`src/rtl/serial_subtractor.sv`:
```
// Bit-serial WIDTH-bit subtractor: diff = a - b - borrow_in, LSB first, one bit per clock.
// Define SERIAL_SUB_OVF_EN to drive the signed-overflow flag; otherwise ovf is tied low.
module serial_subtractor #(
  parameter int unsigned WIDTH = 8
) (
  input  logic             clk,
  input  logic             rst_n,
  input  logic             in_valid,
  output logic             in_ready,
  input  logic [WIDTH-1:0] a,
  input  logic [WIDTH-1:0] b,
  input  logic             borrow_in,
  output logic             out_valid,
  input  logic             out_ready,
  output logic [WIDTH-1:0] diff,
  output logic             borrow_out,
  output logic             ovf
);

  localparam int unsigned CW = $clog2(WIDTH) + 1;

  typedef enum logic [1:0] {S_IDLE, S_RUN, S_DONE} state_e;

  state_e           state_q, state_d;
  logic [WIDTH-1:0] a_q, b_q, diff_q;
  logic [CW-1:0]    cnt_q;
  logic             br_q, bout_q;
  logic             d_bit, br_next, last_bit;

  // One full-subtractor slice on the current operand LSBs
  always_comb begin
    d_bit    = a_q[0] ^ b_q[0] ^ br_q;
    br_next  = (~a_q[0] & b_q[0]) | (~(a_q[0] ^ b_q[0]) & br_q);
    last_bit = (cnt_q == CW'(WIDTH - 1));
  end

  always_ff @(posedge clk or negedge rst_n) begin
    if (!rst_n) state_q <= S_IDLE;
    else        state_q <= state_d;
  end

  always_comb begin
    state_d = state_q;
    case (state_q)
      S_IDLE:  if (in_valid) state_d = S_RUN;
      S_RUN:   if (last_bit) state_d = S_DONE;
      S_DONE:  if (out_ready) state_d = S_IDLE;
      default: state_d = S_IDLE;
    endcase
  end

  always_comb begin
    in_ready  = 1'b0;
    out_valid = 1'b0;
    case (state_q)
      S_IDLE:  in_ready  = 1'b1;
      S_DONE:  out_valid = 1'b1;
      default: ;
    endcase
  end

  // Operand shifters, result shifter, borrow flop and bit counter
  always_ff @(posedge clk or negedge rst_n) begin
    if (!rst_n) begin
      a_q    <= '0;
      b_q    <= '0;
      diff_q <= '0;
      cnt_q  <= '0;
      br_q   <= 1'b0;
      bout_q <= 1'b0;
    end else begin
      case (state_q)
        S_IDLE: begin
          if (in_valid) begin
            a_q   <= a;
            b_q   <= b;
            br_q  <= borrow_in;
            cnt_q <= '0;
          end
        end
        S_RUN: begin
          a_q    <= a_q >> 1;
          b_q    <= b_q >> 1;
          diff_q <= {d_bit, diff_q[WIDTH-1:1]};
          br_q   <= br_next;
          cnt_q  <= cnt_q + CW'(1);
          if (last_bit) bout_q <= br_next;
        end
        default: ;
      endcase
    end
  end

  assign diff       = diff_q;
  assign borrow_out = bout_q;

`ifdef SERIAL_SUB_OVF_EN
  logic a_msb_q, b_msb_q, ovf_q;

  // Operand sign bits are kept aside because the shifters consume them
  always_ff @(posedge clk or negedge rst_n) begin
    if (!rst_n) begin
      a_msb_q <= 1'b0;
      b_msb_q <= 1'b0;
      ovf_q   <= 1'b0;
    end else begin
      if (state_q == S_IDLE && in_valid) begin
        a_msb_q <= a[WIDTH-1];
        b_msb_q <= b[WIDTH-1];
      end
      if (state_q == S_RUN && last_bit)
        ovf_q <= (a_msb_q ^ b_msb_q) & (a_msb_q ^ d_bit);
    end
  end

  assign ovf = ovf_q;
`else
  assign ovf = 1'b0;
`endif

endmodule

```
`config.mk`:
```
export PLATFORM = sky130hd
export DESIGN_NAME = serial_subtractor
export DESIGN_NICKNAME = d
export VERILOG_FILES = /design/src/rtl/serial_subtractor.sv
export SDC_FILE = /design/constraint.sdc
export NUM_CORES = 1
export LEC_CHECK = 0
export ABC_AREA = 1
export BUFFER_PORTS_ARGS = -buffer_cell sky130_fd_sc_hd__buf_4
export CAP_MARGIN = 20
export CORE_MARGIN = 4
export CORE_UTILIZATION = 50
export CTS_BUF_LIST = sky130_fd_sc_hd__clkbuf_8
export CTS_CLUSTER_DIAMETER = 200
export DETAILED_ROUTE_END_ITERATION = 16
export PLACE_DENSITY = 0.75
export REMOVE_ABC_BUFFERS = 1
export SETUP_SLACK_MARGIN = 0.05
export SYNTH_ARGS = -nofsm -noshare
export SYNTH_HDL_FRONTEND = slang
export SYNTH_SLANG_ARGS = --single-unit
```
`constraint.sdc`:
```
create_clock -name clk -period 2.1 [get_ports clk]
set_input_delay 0.42 -clock clk [delete_from_list [all_inputs] [get_ports clk]]
set_output_delay 0.42 -clock clk [all_outputs]
set_load 0.02 [all_outputs]
```
==> results of run 1 <==
-- critical path, cell delays in order (launching register included) --
cell	delay, ns
dfrtp_1	0.43
nor2_2	0.17
buf_4	0.17
-- flip-flops by register name, indices dropped and copies added (netlist names) --
register,count
cnt_q,4
a_q,8
b_q,8
borrow_out,1
state_q,2
diff,8
br_q,1
-- metal layers --
metal | vias to the layer above | part of all wire | global-route usage | routed length [um]
li1 | 609 | - | - | -
met3 | 7 | 0.059 | 0.0496 | 185
met4 | 0 | 0.019 | 0.103 | 61
met1 | 577 | 0.44 | 0.234 | 1380
met2 | 41 | 0.48 | 0.317 | 1530
met5 | - | 0 | 0 | 0
-- cell type report --
class,instances,area [um2]
inverter,11,41.3
clock buffer,6,82.6
tap,31,38.8
timing repair buffer,33,248
sequential,32,801
fill,234,1000
multi-input combinational,113,539
clock inverter,2,7.51
-- cells by family (layout without fill, tap and decap cells) --
logic type,count (synthesis),after routing,synth area share
buffers and inverters,23,52,0.0767
and+or+nand+nor,98,98,0.303
adders and majority gates,2,2,0.0224
DFF,32,32,0.552
AOI/OAI and AO/OA,12,12,0.0431
other,1,1,0.00258
-- Yosys cell counts --
cell type / n / area share
clkbuf_2: 1 / 0.0034
fa_1: 1 / 0.014
nor2_2: 1 / 0.0043
dfrtp_1: 32 / 0.55
buf_4: 2 / 0.010
o21ai_1: 4 / 0.014
nand3_1: 54 / 0.19
o31ai_1: 1 / 0.0052
inv_2: 2 / 0.0052
nand2_1: 38 / 0.098
nand4_1: 1 / 0.0043
clkbuf_1: 1 / 0.0026
nor2_1: 4 / 0.010
buf_6: 1 / 0.0078
conb_1: 1 / 0.0026
o21ai_0: 7 / 0.024
inv_1: 9 / 0.023
ha_1: 1 / 0.0086
buf_2: 7 / 0.024
-- power breakdown --
part / switching (mW) / internal, mW
Clock: 0.217 / 0.257
Combinational: 0.633 / 0.368
Sequential: 0.172 / 0.866
-- through the flow --
stage / cell area (um2) / worst slack [ns] / hold WS [ns]
floorplan: 1380 / 0.423 / 0.124
global placement: 1670 / 0.583 / 0.372
detailed placement: 1670 / 0.498 / 0.376
CTS: 1760 / 0.616 / 0.0699
global route: 1760 / 0.542 / 0.0849
finish: 1760 / 0.630 / 0.0533
-- path summary, 6_finish.rpt --
| path | to | slack, ns | cells after the start |
|---|---|---|---|
| worst max-delay path | in_ready | 0.63 | 2 |
| worst min-delay path | diff[7] | 0.05 | 1 |
| worst max register to register | b_q[7] | 0.65 | 5 |
| worst min register to register | borrow_out | 0.48 | 2 |
| max in group asynchronous | diff[3] | 1.76 | 1 |
| min in group clk | state_q[1] | 0.32 | 2 |
==> reports/metrics.yaml, run 1 <==
cp-end-kind: "output port"
slew_headroom: 0.542
nets: 219
ir_worst_vdd_v: 0.000881
grt_pass1_vias: 1251
start_util: 0.526
grt_overflow_total: 0
clockBufferDepth: 2
wirelength_um: 3150
grt_max_degree: 33
post_cts_resized: 0
yosys_warnings: 0
dp_hpwl_um: 2150
seq_area_frac_synth: 0.552
ios: 33
core_area_um2: 2760
hold_viol: 0
drv_slew: 0
final_cell_mix: "54 x nand3_1, 38 x nand2_1, 33 x buf_4, 32 x dfrtp_1, 11 x inv_1"
dp_cells: 220
drt_first_pass_iters: 4
grt.total_usage: 0.193
htree_levels: 2
cp_max_fo: 4
synthCells: 168
die_h_um: 61.9
status: "complete, no violations"
netlist_area_um2: 1450
clk_latency_ns: 0.29
area_growth_syn_to_layout_pct: 21.1
hold_path.class: "primary input to asynchronous set/reset pin"
max_freq_mhz: 680
total_power_mw: 2.51
final_cells: 228
yosysUniqueCellTypes: 19
final_layout_size_suffix_gt1_frac: 0.213
period_minus_slack_ns: 1.47
root_buffer: "clkbuf_8"
p_leak_nw: 0.904
cts_hold_buf: 0
powerDensity_nw_per_um2: 1430
port-buffer-count: 31
die_w_um: 61.9
vias: 1234
critPathLaunch: "state_q[0]"
synth-seq-cells: 32
final_core_util: 0.637
route.detailed.drc: 0
dieArea_um2: 3830
syn_area_per_cell_um2: 8.64
cts_setup_buffers: 0
grt_pass1_wl_um: 5350
final_common_cell: "nand3_1"
period_share: 0.700
routedWlPerCell_um: 13.8
clk_pin_slew_ns: 0.06
antenna_cells: 0
fin_setup_tns_ns: 0
ant_nets: 0
worst_pin_slew_ns: 0.686
numCtsBuffers: 5
crit_arrival_ns: 1.05
rsz0062_at_grt: "no"
antenna_found_initial: 0
clock_sinks: 32
cts_tree: "built"
timing.rr.start: "state_q[1]"
num_rows: 19
critPathKind: "register to output port"
skew_ns: 0.00498
start_kind: "register"
drt_iter0_markers: 77
setup_viol: 0
cp.required_ns: 1.68
via_per_inst: 5.41
max_cap_viol_count: 0
place.gp.congestion: 0.740
Note: power is estimated with default switching activity, not from simulation.
==> inputs of run 2 (changes only) <==
--- a/config.mk
+++ b/config.mk
@@ -5,7 +5,7 @@
 export SDC_FILE = /design/constraint.sdc
 export NUM_CORES = 1
 export LEC_CHECK = 0
-export ABC_AREA = 1
+export ABC_AREA = 0
 export BUFFER_PORTS_ARGS = -buffer_cell sky130_fd_sc_hd__buf_4
 export CAP_MARGIN = 20
 export CORE_MARGIN = 4
@@ -13,7 +13,7 @@
 export CTS_BUF_LIST = sky130_fd_sc_hd__clkbuf_8
 export CTS_CLUSTER_DIAMETER = 200
 export DETAILED_ROUTE_END_ITERATION = 16
-export PLACE_DENSITY = 0.75
+export PLACE_DENSITY = 0.78
 export REMOVE_ABC_BUFFERS = 1
 export SETUP_SLACK_MARGIN = 0.05
 export SYNTH_ARGS = -nofsm -noshare
==> constraint.sdc (replaced) <==
create_clock -name clk -period 1.3 [get_ports clk]
set_input_delay 0.26 -clock clk [delete_from_list [all_inputs] [get_ports clk]]
set_output_delay 0.26 -clock clk [all_outputs]
set_load 0.02 [all_outputs]
==> run 2 against run 1 <==
  * The flow now finishes with violations (setup timing)
  * Final cell count decreased by 8.3%
  * Routed wire length increased by 1.0%
  * Synthesized area increased by 0.17%
  * Power increased by 96%
  * Critical path type unchanged
  * Critical endpoint is now out_valid
  * Highest routed layer unchanged
==> reports/metrics.yaml, run 2 <==
whs_endpoint: "b_q[7]"
vias: 1170  # was 1234
clock_sinks: 32  # unchanged
route.detailed.drc: 0  # unchanged
clk_latency_ns: 0.28  # was 0.29 ns
multiInputGateArea_um2: 631  # was 539 um2
postLayoutCellArea_um2: 1990  # was 1760 um2
synthCells: 133  # was 168
ios: 33  # unchanged
seq_area_frac_synth: 0.551  # was 0.552
p_leak_nw: 0.921  # was 0.904 nW
setup_viol: 3  # was 0
met1_usage: 0.202  # was 0.234
grt_busiest_layer: "met2"  # unchanged
setup_ws_ns: -0.0763  # was 0.630 ns
numCtsBuffers: 5  # unchanged
place.gp.congestion: 0.745  # was 0.740
holdWs_ns: 0.237  # was 0.0533 ns
grt_use_met3: 0.0826  # was 0.0496
port-buffer-count: 31  # unchanged
grt_pass1_vias: 1092  # was 1251
powerDensity_nw_per_um2: 2480  # was 1430 nW/um2
max_cap_viol_count: 0  # unchanged
violations: "setup timing"
cts_tree: "built"  # unchanged
final_common_cell: "buf_4"  # was nand3_1
grt_pass1_wl_um: 4600  # was 5350 um
period_minus_slack_ns: 1.38
regToRegEndpoint: "br_q"  # was b_q[7]
die_h_um: 61.9  # about the same
min_path_cells: 2
register_area_um2: 803  # was 801 um2
synth-seq-cells: 32  # unchanged
status: "finished, violations left"  # was complete, no violations
yosysUniqueCellTypes: 30  # was 19
final.fill_count: 179  # was 234
max_freq_mhz: 727
synth_edf_count: 0  # unchanged
final_cell_mix: "40 x buf_4, 30 x dfrtp_1, 20 x nand2_1, 15 x o21ai_1, 8 x a22oi_1"  # was 54 x nand3_1, 38 x nand2_1, 33 x buf_4, 32 x dfrtp_1, 11 x inv_1
syn_area_per_cell_um2: 10.9  # was 8.64 um2
dp_hpwl_um: 1990  # was 2150 um
dp_cells: 190  # was 220
grt.total_usage: 0.169  # was 0.193
async_reset_ff_frac: 1.00  # unchanged
cp_max_fo: 5  # was 4
period_share: 1.06
cp-end-kind: "output port"  # unchanged
core_area_um2: 2760  # unchanged
ant_nets: 0  # unchanged
netlist_top_cells_area: "dfrtp_1 55%, a22oi_1 6.7%, mux2_2 6.2%"  # was dfrtp_1 55%, nand3_1 19%, nand2_1 9.8%
total_power_mw: 4.93  # was 2.51 mW
start_kind: "register"  # unchanged
power_switching_mw: 1.79  # was 1.02 mW
root_buffer: "clkbuf_8"  # unchanged
hold_path.class: "primary input to register"  # was primary input to asynchronous set/reset pin
cp.required_ns: 1.04  # was 1.68 ns
start_util: 0.527  # was 0.526
grtUsageMet2: 0.269  # was 0.317
antenna_cells: 0  # unchanged
yosysTopAreaCell: "dfrtp_1"  # unchanged
die_w_um: 61.9  # about the same
r2r_cells: 6  # was 5
yosys.area.top_type_share: 0.551  # was 0.552
grt_max_degree: 33  # unchanged
hold_start: "b[7]"
clockBufferDepth: 2  # unchanged
grt_overflow_total: 0  # unchanged
critPathKind: "register to output port"  # unchanged
ir_worst_vdd_v: 0.00196  # was 0.000881 V
timing.rr.start: "state_q[0]"  # was state_q[1]
place_area_um2: 1700  # was 1670 um2
drv_slew: 0  # unchanged
area_growth_syn_to_layout_pct: 36.9  # was 21.1%
via_per_inst: 5.60  # was 5.41
synth_top_flop_cell: "dfrtp_1"  # unchanged
pwr-share-comb: 0.489  # was 0.398
routedWlPerCell_um: 15.2  # was 13.8 um
wirelength_um: 3180  # was 3150 um
seqPwrFrac: 0.356  # was 0.413
final_cells: 209  # was 228
drt_iter0_markers: 43  # was 77
yosysMostFrequentCell: "dfrtp_1"  # was nand3_1
yosys_warnings: 0  # unchanged
htree_levels: 2  # unchanged
clk_pin_slew_ns: 0.06  # about the same
drt_first_pass_iters: 4  # unchanged
switching_share: 0.364  # was 0.406
r2r_setup_slack_ns: 0  # was 0.65 ns
p_int_mw: 3.14  # was 1.49 mW
final_core_util: 0.722  # was 0.637
rsz0062_at_grt: "yes"  # was no
skew_ns: 0.00296  # was 0.00498 ns
final_layout_size_suffix_gt1_frac: 0.427  # was 0.213
num_rows: 19  # unchanged
antenna_found_initial: 0  # unchanged
netlist_area_um2: 1450  # about the same
crit_arrival_ns: 1.12  # was 1.05 ns
dieArea_um2: 3830  # about the same
p_clk_frac: 0.154  # was 0.189
nets: 200  # was 219
hold_viol: 0  # unchanged
yosys-top-cells-count: "32 x dfrtp_1, 20 x nand2_1, 13 x a22oi_1, 11 x o21ai_0, 10 x o21ai_1"  # was 54 x nand3_1, 38 x nand2_1, 32 x dfrtp_1, 9 x inv_1
run 2: cell count changes in the layout (fill, tap and decap cells not counted), moves of 3 or more:
cell     change
a22oi_1      +8
a22oi_2      +5
buf_4        +7
buf_6        +3
inv_1        -6
mux2_2       +6
nand2_1     -18
nand3_1     -53
nor2_1       -3
o21ai_1     +11
run 2: timing repair:
action / CTS / global route
hold buffers: 1 / 0
pin swaps: 0 / 5
endpoints found under the hold margin: 32 / 0
cloned: 0 / 1
setup buffers: 0 / 9
endpoints found under the setup margin: 31 / 32
resized for setup: 3 / 27
run 2: layout make-up:
| class | instances | share of cell area |
|---|---|---|
| sequential | 32 | 0.404 |
| multi-input combinational | 86 | 0.317 |
| timing repair buffer | 47 | 0.206 |
| clock buffer | 6 | 0.0415 |
| tap | 31 | 0.0195 |
| inverter | 5 | 0.00943 |
| clock inverter | 2 | 0.00377 |
run 2: power by group through the flow:
stage                     combinational [mW]  sequential, mW  clock [mW]
after floorplan                        0.996            1.92           0
after global placement                  1.82            1.70           0
after detailed placement                1.87            1.73           0
after CTS                               1.90            1.71       0.772
after global routing                    2.63            1.81       0.826
final                                   2.41            1.76       0.761
run 2: through the flow:
step | setup slack (ns) | TNS [ns]
finish | -0.0763 | -0.142
global route | -0.103 | -0.529
CTS | -0.119 | -1.16
detailed placement | -0.0796 | -0.283
global placement | -0.0339 | -0.0551
floorplan | -0.192 | -3.24
run 2: critical path, cell delays in order (launching register included):
cell and delay, ns:
dfrtp_2 0.45, buf_12 0.15, nor2b_4 0.11, buf_6 0.12
run 2: kinds of logic after synthesis:
family / Yosys count / synth area share
mux: 9 / 0.0688
other cells: 1 / 0.00258
fa+ha+maj: 2 / 0.0224
compound gates: 43 / 0.189
flops: 32 / 0.551
buf+inv: 15 / 0.0585
simple gates: 31 / 0.108
run 2: worst max-delay path by stage:
stage               start        end  slack, ns
4_1_cts        state_q[0]  out_valid      -0.12
3_5_place_dp   state_q[0]   cnt_q[3]      -0.08
3_3_place_gp   state_q[0]   cnt_q[3]      -0.03
2_1_floorplan  state_q[0]   cnt_q[2]      -0.19
6_report       state_q[0]  out_valid      -0.08
5_1_grt        state_q[0]  out_valid      -0.10
run 2: routing by layer:
layer | share of wire | vias to the layer above
li1 | - | 549
met1 | 0.43 | 569
met2 | 0.47 | 46
met3 | 0.088 | 6
met4 | 0.0097 | 0
met5 | 0 | -
==> inputs of run 3 (changes only) <==
--- a/config.mk
+++ b/config.mk
@@ -13,7 +13,7 @@
 export CTS_BUF_LIST = sky130_fd_sc_hd__clkbuf_8
 export CTS_CLUSTER_DIAMETER = 200
 export DETAILED_ROUTE_END_ITERATION = 16
-export PLACE_DENSITY = 0.78
+export PLACE_DENSITY = 0.75
 export REMOVE_ABC_BUFFERS = 1
 export SETUP_SLACK_MARGIN = 0.05
 export SYNTH_ARGS = -nofsm -noshare
==> constraint.sdc (replaced) <==
create_clock -name clk -period 1.65 [get_ports clk]
set_input_delay 0.33 -clock clk [delete_from_list [all_inputs] [get_ports clk]]
set_output_delay 0.33 -clock clk [all_outputs]
set_load 0.02 [all_outputs]
==> run 3 against run 2 <==
  * The flow now finishes without violations
  * Utilization is 6.8 points lower
  * Hold slack better by 0.063 ns
  * Sequential share of layout area is 4.1 points higher
  * Non-clock buffer count down 8
  * Routed wire length decreased by 12%
  * Clock skew grew 0.0025 ns
  * Via count down 7.4%
  * Power is 31% lower
  * Combinational power fell by 38%
==> reports/metrics.yaml, run 3 (same netlist as run 2, synthesis figures left out) <==
status: "complete, no violations"  # was finished, violations left
grt_max_degree: 33  # unchanged
wirelength_um: 2790  # was 3180 um
start_util: 0.527  # unchanged
max_freq_mhz: 657
die_h_um: 61.9  # unchanged
skew_ns: 0.00542  # was 0.00296 ns
cp_top_family: "flip-flops"  # unchanged
hold_path.class: "primary input to register"  # unchanged
core_area_um2: 2760  # unchanged
whs_endpoint: "b_q[7]"  # unchanged
grt_overflow_total: 0  # unchanged
ios: 33  # unchanged
clk_latency_ns: 0.28  # about the same
clk_pin_slew_ns: 0.06  # about the same
fin_setup_tns_ns: 0  # was -0.142 ns
holdWs_ns: 0.300  # was 0.237 ns
htree_levels: 2  # unchanged
vias: 1083  # was 1170
cp.required_ns: 1.32  # was 1.04 ns
port-buffer-count: 31  # unchanged
max_cap_viol_count: 0  # unchanged
start_kind: "register"  # unchanged
grt_pass1_vias: 1042  # was 1092
clockBufferDepth: 2  # unchanged
grt.total_usage: 0.173  # was 0.169
antenna_cells: 0  # unchanged
period_share: 0.922
setup_viol: 0  # was 3
cp_common_cell: "buf_4"
cp_max_fo: 11  # was 5
rsz0062_at_grt: "no"  # was yes
r2r_cells: 5  # was 6
r2r_setup_slack_ns: 0.24  # was 0 ns
critPathKind: "register to output port"  # unchanged
final_layout_size_suffix_gt1_frac: 0.337  # was 0.427
crit_chain: "buf_4 -> nor2_2 -> buf_4"  # was buf_12 -> nor2b_4 -> buf_6
dieArea_um2: 3830  # unchanged
ant_nets: 0  # unchanged
wl_met1_um: 1120  # was 1380 um
routedWlPerCell_um: 14.0  # was 15.2 um
dp_hpwl_um: 2050  # was 1990 um
crit_arrival_ns: 1.19  # was 1.12 ns
wl_met3_um: 213  # was 279 um
min_path_cells: 2  # unchanged
met2WireLength_um: 1410  # was 1490 um
nets: 192  # was 200
final_cell_mix: "38 x buf_4, 31 x dfrtp_1, 20 x nand2_1, 13 x a22oi_1, 11 x o21ai_0"  # was 40 x buf_4, 30 x dfrtp_1, 20 x nand2_1, 15 x o21ai_1, 8 x a22oi_1
root_buffer: "clkbuf_8"  # unchanged
p_leak_nw: 0.843  # was 0.921 nW
area_growth_syn_to_layout_pct: 24.0  # was 36.9%
cts_tree: "built"  # unchanged
powerDensity_nw_per_um2: 1890  # was 2480 nW/um2
drt_first_pass_iters: 4  # unchanged
numCtsBuffers: 5  # unchanged
hold_start: "b[7]"  # unchanged
drv_slew: 0  # unchanged
final.fill_count: 231  # was 179
place.gp.congestion: 0.776  # was 0.745
crit_slowest_cell: "dfrtp_1"  # was dfrtp_2
hold_viol: 0  # unchanged
final_common_cell: "buf_4"  # unchanged
crit_buf_inv: 2  # unchanged
max_stage_delay_ns: 0.43  # was 0.45 ns
die_w_um: 61.9  # unchanged
cp-end-kind: "output port"  # unchanged
ir_worst_vdd_v: 0.00127  # was 0.00196 V
regToRegEndpoint: "b_q[1]"  # was br_q
grt_pass1_wl_um: 4720  # was 4600 um
antenna_found_initial: 0  # unchanged
via_per_inst: 5.42  # was 5.60
route.detailed.drc: 0  # unchanged
timing.rr.start: "state_q[0]"  # unchanged
num_rows: 19  # unchanged
final_core_util: 0.654  # was 0.722
top_layer_used: "met4"  # unchanged
clock_sinks: 32  # unchanged
drt_iter0_markers: 42  # was 43
period_minus_slack_ns: 1.52
[run 3: cell types whose count changed in the layout (fill, tap and decap cells not counted), sizes merged]
cell,previous run,this run
buf,45,38
clkinv,0,1
clkbuf,7,5
inv,7,6
[run 3: per-stage QoR]
step / power (mW) / cells / cell area [um2] / setup slack [ns]
global placement: 2.78 / 190 / 1700 / 0.356
floorplan: 2.30 / 123 / 1390 / 0.158
CTS: 3.41 / 198 / 1790 / 0.0641
finish: 3.40 / 200 / 1800 / 0.129
global route: 3.70 / 200 / 1800 / 0.0696
detailed placement: 2.85 / 190 / 1700 / 0.264
[run 3: report_power, final]
group	internal [mW]	switching, mW	total (mW)
combinational	0.738	0.753	1.49
sequential	1.13	0.234	1.36
clock	0.280	0.268	0.548
total	2.15	1.26	3.40
[run 3: worst max-delay path by stage]
stage | from | end | slack, ns | depth (start not counted)
after floorplan | state_q[0] | cnt_q[2] | 0.16 | 2
after global placement | state_q[0] | a_q[5] | 0.36 | 4
after detailed placement | state_q[0] | a_q[5] | 0.26 | 4
after CTS | state_q[0] | in_ready | 0.06 | 3
after global routing | state_q[1] | in_ready | 0.07 | 3
final | state_q[1] | in_ready | 0.13 | 3
[run 3: timing repair]
item,CTS,global route
resized for setup,1,1
hold buffers,1,0
pin swaps,0,0
setup endpoints to repair,1,1
setup buffers,0,2
hold endpoints to repair,32,0
[run 3: layout make-up]
cell class | instances | area (um2) | area share
timing repair buffer | 39 | 295 | 0.164
inverter | 5 | 18.8 | 0.0104
clock inverter | 2 | 8.76 | 0.00486
clock buffer | 5 | 68.8 | 0.0382
multi-input combinational | 86 | 571 | 0.316
tap | 31 | 38.8 | 0.0215
sequential | 32 | 802 | 0.445
[run 3: layer usage]
metal,vias up,global-route usage
met5,-,0
met3,6,0.0620
met2,33,0.281
met4,0,0.0727
li1,531,-
met1,513,0.207
